$ cat src/rtl/sdram_burst_arbiter.sv
// SDRAM command arbiter: schedules auto-refresh, write bursts and read bursts
// onto a shared SDRAM controller, with a periodic refresh timer and overrun flag.
module sdram_burst_arbiter #(
    parameter int unsigned REF_PERIOD = 750
) (
    input  logic       sys_clk,
    input  logic       sys_rst,
    input  logic       init_end,
    input  logic [9:0] wr_fifo_num,
    input  logic [7:0] wr_burst_len,
    input  logic [9:0] rd_fifo_num,
    input  logic [7:0] rd_burst_len,
    input  logic       read_valid,
    input  logic       aref_end,
    input  logic       wr_end,
    input  logic       rd_end,
    output logic       aref_en,
    output logic       wr_en,
    output logic       rd_en,
    output logic [2:0] arb_state,
    output logic       aref_overrun
);

    typedef enum logic [2:0] {
        IDLE  = 3'd0,
        ARB   = 3'd1,
        AREF  = 3'd2,
        WRITE = 3'd3,
        READ  = 3'd4
    } state_t;

    localparam logic [9:0] TMR_LAST = 10'(REF_PERIOD - 1);

    state_t     state;
    state_t     state_nxt;
    logic [9:0] ref_cnt;
    logic       aref_pend;
    logic       last_grant_wr;
    logic       wr_pend;
    logic       rd_pend;
    logic       tmr_wrap;

    assign wr_pend  = (wr_burst_len != '0) && (wr_fifo_num >= {2'b00, wr_burst_len});
    assign rd_pend  = read_valid && (rd_burst_len != '0) && (rd_fifo_num < {2'b00, rd_burst_len});
    assign tmr_wrap = init_end && (ref_cnt == TMR_LAST);

    assign arb_state = state;

    always_comb begin
        state_nxt = state;
        if (!init_end) begin
            state_nxt = IDLE;
        end else begin
            case (state)
                IDLE:  state_nxt = ARB;
                ARB: begin
                    // Refresh first; on a write/read tie, alternate against the last grant
                    if (aref_pend)
                        state_nxt = AREF;
                    else if (wr_pend && rd_pend)
                        state_nxt = last_grant_wr ? READ : WRITE;
                    else if (wr_pend)
                        state_nxt = WRITE;
                    else if (rd_pend)
                        state_nxt = READ;
                end
                AREF:  if (aref_end) state_nxt = ARB;
                WRITE: if (wr_end)   state_nxt = ARB;
                READ:  if (rd_end)   state_nxt = ARB;
                default: state_nxt = IDLE;
            endcase
        end
    end

    always_ff @(posedge sys_clk) begin
        if (sys_rst) begin
            state         <= IDLE;
            ref_cnt       <= '0;
            aref_pend     <= 1'b0;
            aref_overrun  <= 1'b0;
            last_grant_wr <= 1'b0;
            aref_en       <= 1'b0;
            wr_en         <= 1'b0;
            rd_en         <= 1'b0;
        end else begin
            state   <= state_nxt;
            aref_en <= (state_nxt == AREF);
            wr_en   <= (state_nxt == WRITE);
            rd_en   <= (state_nxt == READ);

            if (!init_end || tmr_wrap)
                ref_cnt <= '0;
            else
                ref_cnt <= ref_cnt + 10'd1;

            // A wrap coinciding with refresh entry leaves the new request pending
            if (tmr_wrap)
                aref_pend <= 1'b1;
            else if (!init_end || (state == ARB && state_nxt == AREF))
                aref_pend <= 1'b0;

            if (tmr_wrap && aref_pend)
                aref_overrun <= 1'b1;

            if (state == ARB && state_nxt == WRITE)
                last_grant_wr <= 1'b1;
            else if (state == ARB && state_nxt == READ)
                last_grant_wr <= 1'b0;
        end
    end

endmodule

$ cat config.mk
export PLATFORM = sky130hd
export DESIGN_NAME = sdram_burst_arbiter
export DESIGN_NICKNAME = d
export VERILOG_FILES = /design/src/rtl/sdram_burst_arbiter.sv
export SDC_FILE = /design/constraint.sdc
export NUM_CORES = 1
export LEC_CHECK = 0
export CAP_MARGIN = 0
export CORE_MARGIN = 2
export CORE_UTILIZATION = 61
export CTS_CLUSTER_DIAMETER = 100
export DETAILED_ROUTE_END_ITERATION = 6
export DONT_BUFFER_PORTS = 1
export GPL_ROUTABILITY_DRIVEN = 0
export PLACE_DENSITY = 0.79
export RECOVER_POWER = 25
export SKIP_LAST_GASP = 1
export SLEW_MARGIN = 20
export SYNTH_ARGS = -nofsm -noshare
export SYNTH_HDL_FRONTEND = slang
export SYNTH_SLANG_ARGS = --single-unit
$ cat constraint.sdc
create_clock -name sys_clk -period 2.4 [get_ports sys_clk]
set_input_delay 0.72 -clock sys_clk [delete_from_list [all_inputs] [get_ports sys_clk]]
set_output_delay 0.72 -clock sys_clk [all_outputs]
set_load 0.03 [all_outputs]
Word-level counts from Yosys, hierarchy flattened
Index checks and enable logic that the tools add are counted.

storage, ports and cells
  flip-flop bits (word level) = 19
  output and inout port bits = 7

cells by class
  add/subtract/negate cells = 1
  $lt $le $gt $ge = 2
  eq/ne operators = 8
  multiplexer cells = 14
  reduce and logical (&&, ||, !) cells = 18

operator list
  operator                                        count
  2-to-1 mux 3 bit                                9
  nonzero test 8 bit                              2
  case mux 3 bit (5 select lines)                 1
  == test 3 x 2 -> 1 bit (second input constant)  4
  adder 10 x 1 -> 10 bit (second input constant)  1
  == test 10 bit (second input constant)          1
  >= comparator 10 x 8 -> 1 bit                   1
  less-than comparator 10 x 8 -> 1 bit            1
  logical AND 1 bit                               9
  == test 3 bit (second input constant)           2
  2-to-1 mux 1 bit                                4
  nonzero test 2 bit                              2
  == test 3 x 1 -> 1 bit (second input constant)  1
  zero test 3 bit                                 1
  logical OR 1 bit                                2
  OR reduction 2 bit                              1
  zero test 1 bit                                 1

Depth between registers and ports, before layout
  word-level depth = 14
  mapped depth = 9
  gate-level depth less buffers = 9

Worst setup path before layout
OpenSTA, ideal clock, no wires.

  path kind = input to register
  start = in rd_burst_len[7]
  end = reg state[2], in the netlist arb_state[2]
  setup time = 0.079 ns
  data arrival time = 2.160 ns
  path slack = 0.161 ns
  cell stages on the path = 8
  buffers on the path = 0
  cell sequence = inv_1 > ha_1 > and3_1 > nor3b_1 > a211o_1 > o21bai_4 > o32a_1 > nor3_1

between the ends
  longest elaborated chain between the ends = 9
  elaborated cells on any way between the ends = 11

RTL lines
  element                                                                       line  text
  from (decl)                                                                   12    input logic [7:0] rd_burst_len,
  branches (longest 2 deep; another with less-than comparator 10 x 8 -> 1 bit)  -
  logical AND 1 bit *                                                           44    assign rd_pend = read_valid && (rd_burst_len != '0) && (rd_fifo_num < {2'b00, rd_burst_len});
  2-to-1 mux 3 bit                                                              64    else if (rd_pend)
  2-to-1 mux 3 bit                                                              62    else if (wr_pend)
  2-to-1 mux 3 bit *                                                            60    else if (wr_pend && rd_pend)
  2-to-1 mux 3 bit *                                                            58    if (aref_pend)
  case mux 3 bit (5 select lines) *                                             54    case (state)
  2-to-1 mux 3 bit *                                                            51    if (!init_end) begin
  to (signal assigned)                                                          86    state <= state_nxt;
  to (decl)                                                                     34    state_t state;

Mark *: on every way between the ends.
A chain may end at the register's enable or synchronous reset.

Worst setup path in the final report
  start = in wr_burst_len[5]
  end = reg rd_en

between the ends
  longest elaborated chain between the ends = 8
  elaborated cells on any way between the ends = 10

RTL lines
  element                                                                     line    text
  from (decl)                                                                 10      input logic [7:0] wr_burst_len,
  >= comparator 10 x 8 -> 1 bit / nonzero test 8 bit (equally long branches)  43      assign wr_pend = (wr_burst_len != '0) && (wr_fifo_num >= {2'b00, wr_burst_len});
  logical AND 1 bit *                                                         43
  2-to-1 mux 3 bit / logical AND 1 bit (equally long branches)                62, 60
  2-to-1 mux 3 bit *                                                          60
  2-to-1 mux 3 bit *                                                          58
  case mux 3 bit (5 select lines) *                                           54
  2-to-1 mux 3 bit *                                                          51
  == test 3 bit *                                                             89      rd_en <= (state_nxt == READ);
  to (signal assigned)                                                        89
  to (decl)                                                                   19      output logic rd_en,

Mark *: on every way between the ends. The rest lies on a longest branch, timed or not.

==> summary.txt <==
Critical path
  – Startpoint types: primary input
  – Crit path arrival time: 2.31 ns
  – Critical path endpoint category: register
  – Worst reg2reg path depth: 5
  – Reg2reg setup slack: 0.79 ns
  – Reg2reg end: ref_cnt[9]
  – Worst flop-to-flop path startpoint: ref_cnt[0]
  – Worst path required time: 2.63 ns
  – Crit path kind: primary input to register
  – Crit-path max FO: 5

Place
  – Setup slack at placement: -0.0319 ns
  – Area after DPL: 0.00128 mm2
  – # port buffers: 0
  – HPWL after DPL: 1990 um

Timing
  – RSZ-0062 raised after global routing: no
  – Worst-Margin Slew: 0.525 ns
  – Max Freq: 481 MHz
  – Final Hold Viols: 0
  – # setup viols final: 0
  – Rel. slew slack: 0.650
  – Clock Skews: 0.00840 ns
  – Final worst slack: 0.321 ns
  – Final Max Tran Viols: 0
  – Final setup TNS: 0 ns
  – Final Cycle Share: 0.866
  – Period minus WS final: 2.08 ns
  – Fin Hold WS: 0.462 ns

Cells and area
  – Layout cells sized above 1: 0.0443
  – Most frequent cells in the layout: inv_1 (21), nor2_1 (20), dfxtp_1 (19), ha_1 (17), nand2_1 (11)
  – Final Net Count: 219
  – FILL cells: 177
  – Commonest non-fill, non-tap cell in the layout: inv_1
  – Antenna cells: 0
  – Final Instance Area: 0.00131 mm2
  – Final core occ: 0.674
  – Area Growth Syn to Fin: 4.92%

Status
  – Status: finished, final reports clean

Floorplan
  – Starting Density: 0.642
  – Die X: 49.2 um
  – Core area: 0.00194 mm2
  – Die area: 0.00242 mm2
  – # rows: 16
  – Ports: 50
  – Die Y-Extent: 49.2 um

CTS
  – Num Clock Sinks: 19
  – Root buffer selected by CTS: clkbuf_4
  – CTS tree: done
  – Clock Latency Late Sink: 0.31 ns
  – Num CTS Buffers: 3
  – Postcts setup bufs: 0
  – CTS H-tree depth: 1
  – Worst-path clk slew: 0.12 ns
  – Maximum clock insertion buffer count: 2
  – Hold buffer count at CTS: 0
  – # resized after CTS: 0

Global routing
  – GRT Residual Overflow: 0
  – Largest net degree at the start of global routing: 12
  – GRT Total Usage: 0.203
  – Initial antenna violation count: 0
  – Vias in the first global route: 1019
  – First-pass GRT wire length: 3910 um

Min path
  – Hold Path End: aref_overrun
  – Hold depth: 1
  – Hold Startpoint: sys_rst
  – Hold Crit Class: primary input to register

Synthesis
  – Synthesized Nets: 214
  – Largest cells by area after synthesis: dfxtp_1 (30%), ha_1 (17%), inv_1 (6.3%)
  – Syn. warnings: 0
  – Synthesized area: 0.00125 mm2
  – Syn_area_per_cell: 8.10 um2
  – Yosys top cell area share: 0.305
  – Synth unique cells: 35
  – Register area share after synthesis: 0.305
  – #FFs+latches synth: 19
  – Post-Syn Instances: 154
  – Post-synth top area cell: dfxtp_1

Route
  – # DRC: 0
  – Vias: 1077
  – Pre-antenna DRT Iters: 5
  – Vias per cell: 5.82
  – Initial drt markers: 11
  – Routed len/inst: 13.0 um
  – Final WL: 2410 um
  – Final antenna-violating net count: 0

Power and ir drop
  – Pwr dens: 444 mW/mm2
  – Max IR drop VDD: 0.294 mV
  – Static leakage: 0.565 nW

Job
  – Max-Cap Viols: 0
registers in the layout, indices dropped and copies added, names as in the netlist:
register,cells
rd_en,1
arb_state,3
ref_cnt,10
aref_overrun,1
last_grant_wr,1
aref_en,1
aref_pend,1
wr_en,1
power by group:
| group | internal [mW] | total, mW | leakage, nW | switching, mW |
|---|---|---|---|---|
| Combinational | 0.0370 | 0.0823 | 0.393 | 0.0454 |
| Clock | 0.0623 | 0.169 | 0.0177 | 0.107 |
| Sequential | 0.320 | 0.330 | 0.154 | 0.0105 |
cell type report:
class	instances	area, um2	area share
Clock inverter	1	5.00	0.00382
Inverter	21	78.8	0.0602
Sequential cell	19	380	0.291
Clock buffer	3	22.5	0.0172
Tap cell	27	33.8	0.0258
Multi-Input combinational cell	114	788	0.602
metrics by stage:
stage	power [mW]	cells
finish	0.582	185
global route	0.613	185
CTS	0.583	185
detailed placement	0.420	181
global placement	0.415	181
floorplan	0.404	154
how the worst max path moves through the flow:
stage / end / cells after the start / slack, ns / startpoint
2_1_floorplan: arb_state[2] / 8 / 0.16 / rd_burst_len[7]
3_3_place_gp: rd_en / 8 / 0.03 / rd_burst_len[3]
3_5_place_dp: rd_en / 9 / -0.03 / wr_burst_len[5]
4_1_cts: rd_en / 9 / 0.29 / wr_burst_len[5]
5_1_grt: rd_en / 9 / 0.18 / wr_burst_len[5]
6_report: rd_en / 9 / 0.32 / wr_burst_len[5]
synthesized netlist by cell type (all sizes together):
library cell and number:
nand2 11, nor4 3, nand4 6, mux2i 1
a311oi 1, o21bai 2, xor2 7, xnor2 1
nand3b 1, o32a 1, o31ai 1, dfxtp 19
nand3 5, o21a 1, a31oi 3, nor4bb 1
nor3b 1, nor2b 2, a221o 1, nor3 4
o211ai 1, a211o 1, or4 1, o21ai 4
ha 17, a211oi 3, nor2 21, nand2b 1
a21oi 7, a32oi 1, or2 1, and3 3
inv 21
cells by family (layout without fill, tap and decap cells):
group	after synthesis	after routing	synth area share
DFF	19	19	0.305
adders and majority gates	17	17	0.171
xor gates and xnor gates	8	8	0.0562
AOI/OAI and AO/OA	27	27	0.156
muxes	1	1	0.00802
and+or+nand+nor	61	61	0.241
buffers and inverters	21	25	0.0632
critical path, stage by stage:
cell and delay, ns:
inv_1 0.02, ha_1 0.29, a211oi_1 0.23, nor2_1 0.08
nor4_1 0.17, o21a_1 0.23, o21bai_4 0.10, o32a_1 0.31
nor3_1 0.16
layer usage:
metal  up-vias  track usage  share of wire
met5         -            0              0
met4         0       0.0524         0.0083
met3         5       0.0583          0.052
met2        31        0.376           0.52
met1       494        0.224           0.42
li1        547            -              -
No activity file was read; power rests on OpenSTA's default activity.
